--- src/rtl/sseg_display_driver.sv ---
// Four-digit multiplexed seven-segment driver with hex display and a
// sequential double-dabble binary-to-BCD path for decimal display.
module sseg_display_driver #(
  parameter int REFRESH_CYCLES = 4
) (
  input  logic        clk,
  input  logic        reset,
  input  logic [15:0] value,
  input  logic        load,
  input  logic        dec_mode,
  output logic        busy,
  output logic        overflow,
  output logic [6:0]  Segments,
  output logic [3:0]  Anodes
);

  localparam logic [15:0] LAST    = 16'(REFRESH_CYCLES - 1);
  localparam logic [6:0]  DASH    = 7'b0111111;
  localparam logic [15:0] DEC_MAX = 16'd9999;

  typedef enum logic {S_IDLE, S_CONV} state_t;

  state_t           state;
  logic [3:0][3:0]  digits, digits_nxt;
  logic [1:0]       idx, idx_nxt;
  logic [15:0]      rcnt;
  logic [31:0]      sr, sr_adj, sr_nxt;
  logic [3:0]       step;
  logic             ovf_nxt, accept;

  // Active-low {g..a} glyphs for hex digits.
  function automatic logic [6:0] glyph(input logic [3:0] d);
    case (d)
      4'h0:    glyph = 7'b1000000;
      4'h1:    glyph = 7'b1111001;
      4'h2:    glyph = 7'b0100100;
      4'h3:    glyph = 7'b0110000;
      4'h4:    glyph = 7'b0011001;
      4'h5:    glyph = 7'b0010010;
      4'h6:    glyph = 7'b0000010;
      4'h7:    glyph = 7'b1111000;
      4'h8:    glyph = 7'b0000000;
      4'h9:    glyph = 7'b0010000;
      4'hA:    glyph = 7'b0001000;
      4'hB:    glyph = 7'b0000011;
      4'hC:    glyph = 7'b1000110;
      4'hD:    glyph = 7'b0100001;
      4'hE:    glyph = 7'b0000110;
      default: glyph = 7'b0001110;
    endcase
  endfunction

  // Add-3 correction on every BCD nibble before the shift.
  generate
    for (genvar n = 0; n < 4; n++) begin : g_adj
      assign sr_adj[16+4*n +: 4] = (sr[16+4*n +: 4] >= 4'd5) ?
                                   sr[16+4*n +: 4] + 4'd3 : sr[16+4*n +: 4];
    end
  endgenerate
  assign sr_adj[15:0] = sr[15:0];
  assign sr_nxt       = sr_adj << 1;

  // Next digit/overflow/index values; segments are rendered from these so
  // the registered Segments always matches the registered Anodes.
  always_comb begin
    accept     = load & (state == S_IDLE);
    digits_nxt = digits;
    ovf_nxt    = overflow;
    if (accept && !dec_mode) begin
      digits_nxt = value;
      ovf_nxt    = 1'b0;
    end else if (accept && dec_mode && value > DEC_MAX) begin
      ovf_nxt    = 1'b1;
    end else if (state == S_CONV && step == 4'd15) begin
      digits_nxt = sr_nxt[31:16];
      ovf_nxt    = 1'b0;
    end
    idx_nxt = (rcnt == LAST) ? idx + 2'd1 : idx;
  end

  // Scan counter, digit registers and registered display outputs.
  always_ff @(posedge clk or posedge reset) begin
    if (reset) begin
      rcnt     <= '0;
      idx      <= '0;
      digits   <= '0;
      overflow <= 1'b0;
      Segments <= 7'b1000000;
      Anodes   <= 4'b1110;
    end else begin
      rcnt     <= (rcnt == LAST) ? '0 : rcnt + 16'd1;
      idx      <= idx_nxt;
      digits   <= digits_nxt;
      overflow <= ovf_nxt;
      Segments <= ovf_nxt ? DASH : glyph(digits_nxt[idx_nxt]);
      Anodes   <= ~(4'b0001 << idx_nxt);
    end
  end

  // Conversion FSM: one adjust-and-shift step per cycle for 16 cycles.
  always_ff @(posedge clk or posedge reset) begin
    if (reset) begin
      state <= S_IDLE;
      busy  <= 1'b0;
      sr    <= '0;
      step  <= '0;
    end else begin
      case (state)
        S_IDLE: begin
          if (accept && dec_mode && value <= DEC_MAX) begin
            state <= S_CONV;
            busy  <= 1'b1;
            sr    <= {16'd0, value};
            step  <= '0;
          end
        end
        S_CONV: begin
          sr   <= sr_nxt;
          step <= step + 4'd1;
          if (step == 4'd15) begin
            state <= S_IDLE;
            busy  <= 1'b0;
          end
        end
        default: begin
          state <= S_IDLE;
          busy  <= 1'b0;
        end
      endcase
    end
  end

endmodule

--- config.mk ---
export PLATFORM = sky130hd
export DESIGN_NAME = sseg_display_driver
export DESIGN_NICKNAME = d
export VERILOG_FILES = /design/src/rtl/sseg_display_driver.sv
export SDC_FILE = /design/constraint.sdc
export NUM_CORES = 1
export LEC_CHECK = 0
export CAP_MARGIN = 20
export CORE_MARGIN = 2
export CORE_UTILIZATION = 25
export DETAILED_ROUTE_END_ITERATION = 7
export SKIP_CTS_REPAIR_TIMING = 1
export SLEW_MARGIN = 25
export SYNTH_ARGS = -nofsm -noshare
export SYNTH_HDL_FRONTEND = slang
export SYNTH_SLANG_ARGS = --single-unit
--- constraint.sdc ---
create_clock -name clk -period 2.77 [get_ports clk]
set_input_delay 0.554 -clock clk [delete_from_list [all_inputs] [get_ports clk]]
set_output_delay 0.554 -clock clk [all_outputs]
set_load 0.05 [all_outputs]
==> impl_metrics.yaml, run 1 <==
worst_setup_path:
  critical_path_class: "input port to flop"
  path_cells: "clkdlybuf4s50_1, or3b_4, mux4_2, a21oi_4, or3_4, a2111oi_2, a31oi_1"
  reg2reg_slack_ps: 60
  cp_data_arrival_time_ps: 2950
  path_max_fanout: 11
  required_ps: 2990
  slowest_stage: "clkdlybuf4s50_1"
  r2r-start: "rcnt[1]$_DFF_PP0_"
  r2r_end: "Segments[3]$_DFF_PP0_"
  cpPeakStageDelay_ps: 510
  startpoint_type: "input port"
  rr_worst_depth: 13
  setup.worst_path.end_class: "flop"
die:
  core_area_um2: 17400
  placementRows: 48
  initial_utilization_pct: 25.7
  die_x_um: 138
  io_pins: 33
  die_h_um: 138
  die_area_um2: 19000
grt:
  grt_pass1_wl_um: 21400
  grt-ovfl-total: 0
  grtUsageTotal_pct: 14.7
  antenna_found_initial: 0
  grt_max_degree: 31
  grt_pass1_vias: 4149
layout:
  final_nets: 630
  area_delta_synth_final_pct: 42.2
  fin_cells: 823
  num_antenna_cells: 0
  drive_gt1_share_pct: 31.9
cts:
  clk-insertion-delay-late_ps: 350
  htree_levels: 3
  clockBufferDepth: 2
  clockRootBuffer: "clkbuf_16"
  clkTransAtPathRegs_ps: 70
  clkSinkCount: 84
  numCtsBuffers: 9
  cts_tree: "yes"
timing:
  hold_violations: 0
  period_share_pct: 98.5
  max-slew-margin-rel_pct: 53.4
  skew_ps: 7.52
  final.min_clock_period_ps: 2730
  fmax_mhz: 366
  slew_violations: 0
  worst_slew_pin_slew_ps: 695
  rsz0062_at_grt: "yes"
  final-setup-viol-count: 0
  setup_slack_ps: 41.4
  holdWs_ps: 478
job:
  drv_cap: 0
min_path:
  hold_start: "busy$_DFFE_PP0P_"
  hold_class: "flop to flop"
  min_path_cells: 2
  whs_endpoint: "busy$_DFFE_PP0P_"
route:
  via_per_inst: 4.97
  drt-pass1-iter-count: 4
  drcViolationCount: 0
  first_iter_violations: 229
  drtAntennaViolNets: 0
  wire_per_inst_um: 16.3
  routed_wl_um: 13400
  vias: 4089
synthesis:
  synth.area.top_cells: "dfrtp_1 (45%), nand2_1 (7.1%), ha_1 (4.7%)"
  synth.most_common_cell: "nand2_1"
  synth-edff-count: 0
  async_flop_share_pct: 100
  yosysWarnings: 0
  synthFlopType: "dfrtp_1"
  synth_common_cells: "nand2_1 (85), dfrtp_1 (80), o21ai_0 (29), a22oi_1 (22), nor2_1 (22)"
  avgSynthCellArea_um2: 9.48
  yosys.area.top_type_share_pct: 44.6
  synthCells: 473
  yosysTopAreaCell: "dfrtp_1"
  synth_cell_type_count: 60
  syn_area_um2: 4480
  synth_fp_nets: 510
  ys_seq_area_share_pct: 47.0
  ys_ff_latch: 84
power:
  ir_drop_mv: 0.408
  power_density_nw_per_um2: 965
  p_leak_nw: 2.84
  total_power_w: 0.00615
place:
  pre_cts_ws_ps: -442
  dp_cells: 798
  gp_congestion: 0.855
  portBuffers: 32
  dpl.hpwl_um: 9550
status:
  status: "completed"
==> power breakdown <==
part / total [W] / switching (W) / internal, W
registers: 0.00189 / 0.000287 / 0.00161
clock network: 0.00124 / 0.000517 / 0.000727
logic: 0.00302 / 0.00164 / 0.00138
total: 0.00615 / 0.00244 / 0.00371
==> worst max-delay path, delay by kind of cell <==
kind                   cells  cell delay (ps)
and+or+nand+nor            2              910
buffers and inverters      1              510
muxes                      1              410
AOI/OAI and AO/OA          3              560
==> registers in the layout, summed over array words and instances (netlist names) <==
register	cells
idx	2
Anodes	4
overflow	1
Segments	7
sr	32
step	4
busy	1
rcnt	16
digits	16
state	1
==> worst max path at each step <==
stage | startpoint | to
floorplan | step[0]$_DFFE_PP0P_ | Segments[3]$_DFF_PP0_
global placement | load | Segments[3]$_DFF_PP0_
detailed placement | load | Segments[3]$_DFF_PP0_
CTS | rcnt[1]$_DFF_PP0_ | Segments[5]$_DFF_PP0_
global route | rcnt[1]$_DFF_PP0_ | Segments[0]$_DFF_PP0_
finish | load | Segments[3]$_DFF_PP0_
==> logic make-up after synthesis <==
family / count (synthesis) / synth area share [%]
adders and majority gates: 17 / 4.74
buffers and inverters: 45 / 4.16
and+or+nand+nor: 179 / 19.4
DFF: 84 / 47.0
xor gates and xnor gates: 18 / 3.68
AOI/OAI and AO/OA: 123 / 19.1
muxes: 7 / 1.90
==> metal layers <==
layer / share of wire, % / track usage, % / wire length [µm] / vias up
li1: - / - / - / 1931
met2: 48 / 23.1 / 6370 / 91
met4: 1.7 / 5.50 / 233 / 0
met3: 4.1 / 3.29 / 553 / 19
met1: 47 / 19.7 / 6240 / 2048
met5: 0 / 0 / 0 / -
==> per-stage QoR <==
step	cell area (µm²)	util, %	TNS, ps
6_report	6370	36.6	0
2_1_floorplan	4510	-	0
3_3_place_gp	5730	32.9	-5730
4_1_cts	6030	34.6	-1100
5_1_grt	6370	36.6	-72.9
3_5_place_dp	5730	32.9	-5910
==> layout make-up <==
type / instances / area [µm²]
fill: 1755 / 11000
tap: 225 / 282
sequential: 84 / 2110
clock buffer: 11 / 243
timing repair buffer: 132 / 1120
multi-input combinational: 344 / 2480
clock inverter: 5 / 60.1
inverter: 22 / 86.3
==> cell usage in the layout (no fill, tap or decap), types with 7 or more instances in the layout <==
cell type	netlist	final
nand3_1	14	13
ha_1	17	8
inv_1	21	15
clkdlybuf4s50_1	0	32
buf_4	4	95
a22oi_1	22	19
o21ai_0	29	25
xnor2_1	14	13
o22ai_1	8	7
and3_1	7	7
nand2_1	85	82
ha_2	0	7
nor2_1	22	20
clkbuf_16	0	9
a21oi_1	11	8
dfrtp_1	80	80
Power figures use the tool's default switching activity.
==> inputs of run 2 (changes only) <==
- CORE_UTILIZATION: 25 -> 53
- PLACE_DENSITY: default -> 0.76
==> run 2 against run 1 <==
Via count decreased by 0.64%. Clock-buffer cell count did not move. Die area fell by 52%. Utilization grew 35 points. Worst hold slack got worse by 9.5 ps. Critical path depth up 6. Design area is 7.1% lower. Sequential share of layout area grew 2.5 points. Maximum frequency increased by 0.37%. Sequential power barely moved. Sequential cell count did not move. First-iteration DRC count is 68% higher. Critical path type unchanged. Critical endpoint is now Segments[5]$_DFF_PP0_. Highest routed layer unchanged.
==> impl_metrics.yaml, run 2 (synthesis gave the netlist of run 1 again) <==
cts:
  clockRootBuffer: "clkbuf_8"
  numCtsBuffers: 9
  htree_levels: 3
  cts_tree: "yes"
  clkTransAtPathRegs_ps: 90
  clkSinkCount: 84
  clockBufferDepth: 2
  clk-insertion-delay-late_ps: 360
worst_setup_path:
  startpoint: "load"
  reg2reg_slack_ps: 60
  startpoint_type: "input port"
  required_ps: 3000
  cp_common_cell: "buf_4"
  path_cells: "clkdlybuf4s50_1, nor3b_2, nor2_1, buf_4, a22oi_1, o21ai_1, mux2i_2, a21oi_4, buf_4, ha_2, mux2_2, nand2_1, o211ai_1"
  setup.worst_path.end_class: "flop"
  cp_data_arrival_time_ps: 2950
  path_max_fanout: 5
  critical_path_class: "input port to flop"
  r2r-start: "rcnt[6]$_DFF_PP0_"
  cpPeakStageDelay_ps: 510
  slowest_stage: "clkdlybuf4s50_1"
place:
  portBuffers: 32
  dpl.hpwl_um: 8330
  pre_cts_ws_ps: -425
  gp_congestion: 0.869
power:
  ir_drop_mv: 0.629
  power_density_nw_per_um2: 964
  p_int_w: 0.00339
  total_power_w: 0.00571
  p_sw_w: 0.00232
  swShare_pct: 40.6
  p_seq_share_pct: 33.2
  combPwrFrac_pct: 49.3
  p_leak_nw: 2.71
  pwr-share-clk_pct: 17.5
layout:
  num_antenna_cells: 0
  nFillCells: 562
  fin_util_pct: 72.1
  top_register: "sr"
  largest_reg_flops: 32
  multiInputGateArea_um2: 2420
  drive_gt1_share_pct: 27.7
  final_common_cell: "nand2_1"
  most-common-layout-cells: "nand2_1 (82), dfrtp_1 (80), buf_4 (78)"
  final_nets: 610
  area_delta_synth_final_pct: 32.0
  seqCellArea_um2: 2110
  biggestRegsByFlops: "sr: 32 flops, digits: 16 flops, rcnt: 16 flops"
timing:
  final-setup-viol-count: 0
  fmax_mhz: 368
  slew_violations: 0
  worst_slew_pin_slew_ps: 876
  max-slew-margin-rel_pct: 41.4
  period_share_pct: 98.1
  skew_ps: 13.3
  final.min_clock_period_ps: 2720
  finalSetupTns_ps: 0
  holdWs_ps: 468
  hold_violations: 0
  setup_slack_ps: 51.3
die:
  io_pins: 33
  die_x_um: 96.0
  core_area_um2: 8220
  die_h_um: 96.0
  die_area_um2: 9210
  placementRows: 33
  initial_utilization_pct: 54.6
grt:
  antenna_found_initial: 0
  grt_pass1_wl_um: 17900
  grt-ovfl-total: 0
  grtUsageTotal_pct: 25.7
  grt_max_degree: 43
  grt_pass1_vias: 3799
route:
  drt-pass1-iter-count: 5
  routed_wl_um: 12100
  vias: 4063
  drtAntennaViolNets: 0
  via_per_inst: 5.95
  first_iter_violations: 385
  drcViolationCount: 0
  wire_per_inst_um: 17.7
job:
  drv_cap: 0
status:
  status: "completed"
min_path:
  hold_class: "input port to async pin"
[run 2: area by class of cell]
type | instances | area share, %
Clock buffer | 11 | 2.39
Clock inverter | 5 | 1.42
Inverter | 22 | 1.46
Multi-Input combinational cell | 344 | 40.9
Sequential cell | 84 | 35.6
Tap cell | 105 | 2.22
Timing Repair Buffer | 112 | 16.0
[run 2: worst paths after layout]
| path | to | cells after the start |
|---|---|---|
| max reg2reg | Segments[5]$_DFF_PP0_ | 13 |
| max in group asynchronous | Anodes[3]$_DFF_PP1_ | 3 |
| min | sr[16]$_DFFE_PP0P_ | 2 |
| min in group clk | sr[8]$_DFFE_PP0P_ | 2 |
| max | Segments[5]$_DFF_PP0_ | 13 |
| min reg2reg | sr[8]$_DFFE_PP0P_ | 2 |
[run 2: stage by stage]
| step | instance area, µm² | std cells |
|---|---|---|
| final | 5920 | 683 |
| after global routing | 5920 | 683 |
| after CTS | 5600 | 669 |
| after detailed placement | 5380 | 653 |
| after global placement | 5380 | 653 |
| after floorplan | 4510 | 473 |
[run 2: metal layers]
metal / wire length [µm] / GRT usage, % / up-vias
li1: - / - / 1894
met1: 5160 / 33.9 / 2004
met2: 6050 / 42.3 / 143
met3: 616 / 3.84 / 22
met4: 240 / 10.5 / 0
met5: 0 / 0 / -
[run 2: power groups by stage]
stage	clock network [W]	registers, W	logic, W
finish	0.000999	0.00189	0.00282
global placement	0	0.00187	0.00242
global route	0.00107	0.00193	0.00308
detailed placement	0	0.00189	0.00252
CTS	0.00101	0.00187	0.00254
floorplan	0	0.00199	0.00157
[run 2: critical path: cells and delay by family]
| family | cells | cell delay [ps] |
|---|---|---|
| buf+inv | 3 | 830 |
| compound gates | 4 | 520 |
| mux | 2 | 490 |
| simple gates | 3 | 370 |
| fa+ha+maj | 1 | 180 |
==> inputs of run 3 (changes only) <==
- SLEW_MARGIN: 25 -> 20
==> results of run 3 <==
The final DEF is identical to that of run 2; final timing and power are the same.
